`src/rtl/vmem_arbiter.sv`:
```
`default_nettype none
// vmem_arbiter: arbitrates instruction-fetch and data virtual-address requests onto a single
// physical memory bus with fixed-segment MIPS translation. Rev 1.0
module vmem_arbiter #(
  parameter int DATA_PRIO = 1
) (
  input  logic        clk,
  input  logic        resetn,
  input  logic        ireq_valid,
  input  logic [31:0] ireq_vaddr,
  output logic        ireq_ok,
  output logic [31:0] ireq_rdata,
  input  logic        dreq_valid,
  input  logic [31:0] dreq_vaddr,
  input  logic        dreq_write,
  input  logic [1:0]  dreq_size,
  input  logic [3:0]  dreq_strobe,
  input  logic [31:0] dreq_wdata,
  output logic        dreq_ok,
  output logic [31:0] dreq_rdata,
  output logic        mreq_valid,
  output logic [31:0] mreq_paddr,
  output logic        mreq_uncached,
  output logic        mreq_write,
  output logic [1:0]  mreq_size,
  output logic [3:0]  mreq_strobe,
  output logic [31:0] mreq_wdata,
  input  logic        mresp_ok,
  input  logic [31:0] mresp_rdata,
  output logic        busy
);

  typedef enum logic [1:0] {
    IDLE   = 2'd0,
    BUSY_I = 2'd1,
    BUSY_D = 2'd2
  } state_t;

  localparam logic GRANT_I = 1'b0;
  localparam logic GRANT_D = 1'b1;

  state_t      state_q, state_d;
  logic        last_grant_q, last_grant_d;
  logic        mreq_valid_q, mreq_valid_d;
  logic [31:0] mreq_paddr_q, mreq_paddr_d;
  logic        mreq_uncached_q, mreq_uncached_d;
  logic        mreq_write_q, mreq_write_d;
  logic [1:0]  mreq_size_q, mreq_size_d;
  logic [3:0]  mreq_strobe_q, mreq_strobe_d;
  logic [31:0] mreq_wdata_q, mreq_wdata_d;

  logic        data_wins;
  logic [31:0] sel_vaddr;
  logic [3:0]  seg;
  logic [3:0]  phys_seg;

  // Data wins when it is the only requester, or on a tie by priority / round-robin.
  always_comb begin
    data_wins = dreq_valid &&
                (!ireq_valid || (DATA_PRIO != 0) || (last_grant_q == GRANT_I));
    sel_vaddr = data_wins ? dreq_vaddr : ireq_vaddr;
    seg       = sel_vaddr[31:28];
    unique case (seg)
      4'h8, 4'hA: phys_seg = 4'h0;
      4'h9, 4'hB: phys_seg = 4'h1;
      default:    phys_seg = seg;
    endcase
  end

  always_comb begin
    state_d         = state_q;
    last_grant_d    = last_grant_q;
    mreq_valid_d    = mreq_valid_q;
    mreq_paddr_d    = mreq_paddr_q;
    mreq_uncached_d = mreq_uncached_q;
    mreq_write_d    = mreq_write_q;
    mreq_size_d     = mreq_size_q;
    mreq_strobe_d   = mreq_strobe_q;
    mreq_wdata_d    = mreq_wdata_q;
    unique case (state_q)
      IDLE: begin
        if (ireq_valid || dreq_valid) begin
          if (data_wins) begin
            state_d      = BUSY_D;
            last_grant_d = GRANT_D;
          end else begin
            state_d      = BUSY_I;
            last_grant_d = GRANT_I;
          end
          mreq_valid_d    = 1'b1;
          mreq_paddr_d    = {phys_seg, sel_vaddr[27:0]};
          mreq_uncached_d = (seg == 4'hA) || (seg == 4'hB);
          mreq_write_d    = data_wins ? dreq_write : 1'b0;
          mreq_size_d     = data_wins ? dreq_size : 2'd2;
          mreq_strobe_d   = data_wins ? dreq_strobe : 4'h0;
          mreq_wdata_d    = data_wins ? dreq_wdata : 32'h0;
        end
      end
      BUSY_I, BUSY_D: begin
        if (mresp_ok) begin
          state_d      = IDLE;
          mreq_valid_d = 1'b0;
        end
      end
      default: state_d = IDLE;
    endcase
  end

  always_ff @(posedge clk or negedge resetn) begin
    if (!resetn) begin
      state_q         <= IDLE;
      last_grant_q    <= GRANT_I;
      mreq_valid_q    <= 1'b0;
      mreq_paddr_q    <= 32'h0;
      mreq_uncached_q <= 1'b0;
      mreq_write_q    <= 1'b0;
      mreq_size_q     <= 2'd0;
      mreq_strobe_q   <= 4'h0;
      mreq_wdata_q    <= 32'h0;
    end else begin
      state_q         <= state_d;
      last_grant_q    <= last_grant_d;
      mreq_valid_q    <= mreq_valid_d;
      mreq_paddr_q    <= mreq_paddr_d;
      mreq_uncached_q <= mreq_uncached_d;
      mreq_write_q    <= mreq_write_d;
      mreq_size_q     <= mreq_size_d;
      mreq_strobe_q   <= mreq_strobe_d;
      mreq_wdata_q    <= mreq_wdata_d;
    end
  end

  // Response routing is combinational so the requester sees ok in the mresp_ok cycle.
  assign ireq_ok       = (state_q == BUSY_I) && mresp_ok;
  assign dreq_ok       = (state_q == BUSY_D) && mresp_ok;
  assign ireq_rdata    = ireq_ok ? mresp_rdata : 32'h0;
  assign dreq_rdata    = dreq_ok ? mresp_rdata : 32'h0;
  assign busy          = (state_q != IDLE);
  assign mreq_valid    = mreq_valid_q;
  assign mreq_paddr    = mreq_paddr_q;
  assign mreq_uncached = mreq_uncached_q;
  assign mreq_write    = mreq_write_q;
  assign mreq_size     = mreq_size_q;
  assign mreq_strobe   = mreq_strobe_q;
  assign mreq_wdata    = mreq_wdata_q;

endmodule
`default_nettype wire

```
`config.mk`:
```
export PLATFORM = sky130hd
export DESIGN_NAME = vmem_arbiter
export DESIGN_NICKNAME = d
export VERILOG_FILES = /design/src/rtl/vmem_arbiter.sv
export SDC_FILE = /design/constraint.sdc
export NUM_CORES = 1
export LEC_CHECK = 0
export BUFFER_PORTS_ARGS = -buffer_cell sky130_fd_sc_hd__buf_2
export CELL_PAD_IN_SITES_DETAIL_PLACEMENT = 0
export CELL_PAD_IN_SITES_GLOBAL_PLACEMENT = 1
export CORE_MARGIN = 5
export CORE_UTILIZATION = 30
export CTS_CLUSTER_DIAMETER = 80
export DETAILED_ROUTE_END_ITERATION = 16
export PLACE_DENSITY_LB_ADDON = 0.2
export SETUP_SLACK_MARGIN = 0.4
export SYNTH_ARGS = -nofsm -noshare
export SYNTH_HDL_FRONTEND = slang
export SYNTH_SLANG_ARGS = --single-unit
```
`constraint.sdc`:
```
create_clock -name clk -period 3.7 [get_ports clk]
set_input_delay 0.74 -clock clk [delete_from_list [all_inputs] [get_ports clk]]
set_output_delay 0.74 -clock clk [all_outputs]
set_load 0.1 [all_outputs]
```
==> metrics.md <==
| Metric | Value |
|---|---|
| Outcome | `complete, no violations` |
| IO Count | `280` |
| Initial antenna violation count | `1` |
| Max clock buf depth | `2` |
| CTS Root Cell | `clkbuf_16` |
| Final TNS setup | `0 ns` |
| Mapped cell area | `about 3600 um^2` |
| Die footprint | `roughly 14000 um^2` |
| Unique cell type count in the Yosys netlist | `24` |
| Worst path max stage delay | `between 0.7 and 0.8 ns` |
| Clock skew | `~0.0035 ns` |
| Final worst-path cycle share | `82.25%` |
| Cell area after layout | `about 5300 um^2` |
| Core Area | `approximately 12000 um^2` |
| Slew HR | `about 37%` |
| Worst Tran Pin Value | `0.9393 ns` |
| Post-synthesis sequential area ratio | `between 50% and 60%` |
| Mapped Nets | `~480` |
| Vias in the first global route | `~3500` |
| Starting DRC count in detailed routing | `112` |
| CP endpoint kind | `output pin` |
| Clk_lat worst skew | `about 0.33 ns` |
| Critical setup path kind | `reg -> out` |
| Vias after detailed routing | `roughly 3500` |
| Reg clk slew, reported paths | `0.06 ns` |
| Final HPWL DP | `between 9000 and 10000 um` |
| Yosys Warn Count | `0` |
| Type of origin of the critical path | `flop` |
| Synthesized instance count | `between 300 and 400` |
| Layout cells sized above 1 | `about half` |
| CTS Sinks | `75` |
| Min Hold Slack | `roughly 0.48 ns` |
| Largest net degree at the start of global routing | `76` |
| CTS tree | `done` |
| Drt via density | `around 4.6` |
| Post-CTS setup buffer count | `0` |
| IO Port Bufs | `279` |
| Initial Utilization | `a little under a third` |
| Min-Delay Path Class | `reg -> reg` |
| TritonRoute pass-1 iters | `4` |
| Ordered cell list for the critical path | `inv_1 > ha_1 > and3_1 > buf_2` |
| Wirelength, routed | `around 12000 um` |
| First-pass GRT wire length | `17980 um` |
| Crit path time final | `between 3 and 4 ns` |
| Routability Congestion | `approximately 0.75` |
| WL/cell | `15.71 um` |
| Die height | `about 120 um` |
| DRC | `0` |
| RSZ-0062 raised after global routing | `no` |
| Post-synthesis average cell area | `around 11 um^2` |
| CP max-delay cell | `ha_1` |
| # H-tree levels | `3` |
| Total GRT Usage | `15.69%` |
| Die Wd | `between 100 and 150 um` |
| Req. time, crit path | `about 3.0 ns` |
| Register bit total from synthesis | `75` |
| Fill count | `between 1000 and 1500` |
| Worst EP arrival | `~2.3 ns` |
| Slew Viols, Final | `0` |
| DP Area | `approximately 5000 um^2` |
| Final setup violation count | `0` |
| Hold Violations, Final | `0` |
| Crit path max fanout | `33` |
| Fmax | `between 300 and 400 MHz` |
| # rows | `40` |
| DRT antenna net count | `0` |
| CTS resizes | `0` |
| Num CTS Buffers | `9` |
| Grt ovf | `0` |
| Nets | `roughly 740` |
| Max-Cap Viols | `0` |
| CTS Hold Bufs | `0` |
| Area grow syn2layout | `48.18%` |
| R2R setup slack | `~1.9 ns` |
## sequential cells by signal (all words and copies together) (netlist names)
name and flops:
mreq_paddr 32, mreq_wdata 32, mreq_strobe 4, mreq_size 2, state_q 2, mreq_uncached 1
mreq_valid 1, mreq_write 1
## cell type report
| class | instances | area, um^2 | share of cell area, % |
|---|---|---|---|
| sequential | 75 | 1877 | 35.16 |
| clock inverter | 4 | 47.55 | 0.8908 |
| antenna | 1 | 2.502 | 0.04688 |
| clock buffer | 12 | 266.5 | 4.993 |
| timing repair buffer | 283 | 1429 | 26.77 |
| inverter | 5 | 18.77 | 0.3516 |
| tap | 147 | 183.9 | 3.446 |
| multi-input combinational | 222 | 1513 | 28.34 |
## metrics by stage
stage               setup WS [ns]  std cells  utilization (%)
finish                     0.6568        749            44.81
global route               0.5042        749            44.81
CTS                        0.6418        748            44.79
detailed placement         0.8555        732            42.15
global placement           0.9009        732            42.15
floorplan                   1.067        335                -
## final timing paths
kind                                startpoint        endpoint  cells after the start
worst max-delay path                state_q[0]  dreq_rdata[24]                      4
worst min-delay path            mreq_paddr[14]  mreq_paddr[14]                      2
worst max register to register      state_q[0]  mreq_wdata[10]                      5
worst min register to register  mreq_paddr[14]  mreq_paddr[14]                      2
max in group asynchronous               resetn      state_q[0]                      1
min in group asynchronous               resetn   mreq_paddr[3]                      1
## cells in the mapped netlist (all sizes together)
master	number	area [um^2]
a21oi	4	20.02
a22o	40	350.3
a32oi	2	17.52
and2	3	18.77
and3	64	400.4
buf	19	148.9
clkbuf	14	52.55
dfrtp	75	1877
ha	3	37.54
inv	5	18.77
mux2i	30	304.0
nand2	32	120.1
nand2b	2	12.51
nor2	4	15.01
nor2b	1	6.260
o21a	1	7.510
o21ai	34	173.9
o2bb2ai	1	8.760
o31ai	1	12.51
## kinds of logic after synthesis
kind of cell	share of synthesized area, %
AND/OR/NAND/NOR	15.91
multiplexers	8.440
flip-flops	52.10
AO/OA/AOI/OAI	16.39
adder cells (fa/ha/maj)	1.042
buffers and inverters	6.113
## per-layer routing
metal | wire (um) | track usage [%] | part of all wire, % | vias to the layer above
met5 | 0 | 0 | 0 | -
met4 | 154 | 5.225 | 1.3 | 0
met3 | 1047 | 5.372 | 8.9 | 10
met2 | 6109 | 28.18 | 52 | 154
met1 | 4458 | 17.32 | 38 | 1587
li1 | - | - | - | 1728
## critical path, delay by kind of cell (launching register included)
kind                       cells  cell delay [ns]
buffers and inverters          2             0.52
and+or+nand+nor                1             0.28
DFF                            1             0.40
adders and majority gates      1             0.77
## placed cells by master (no fill, tap or decap)
cell type	instances
nor2b_1	1
and2_1	3
o2bb2ai_1	1
o31ai_2	1
a32oi_1	2
clkbuf_8	3
clkinv_2	2
o21a_1	1
a21oi_1	4
o21ai_0	2
inv_1	5
buf_4	5
mux2i_2	1
buf_2	278
clkinvlp_4	1
diode_2	1
nor2_1	4
ha_1	3
nand2b_1	2
dfrtp_1	75
a22o_1	40
o21ai_1	31
nand2_1	32
bufinv_16	1
o21ai_4	1
clkbuf_16	9
mux2i_1	29
and3_1	64
Power is left out: the tool's default activity adds up to more than one toggle a clock period on the data nets, which glitch-free logic cannot reach.
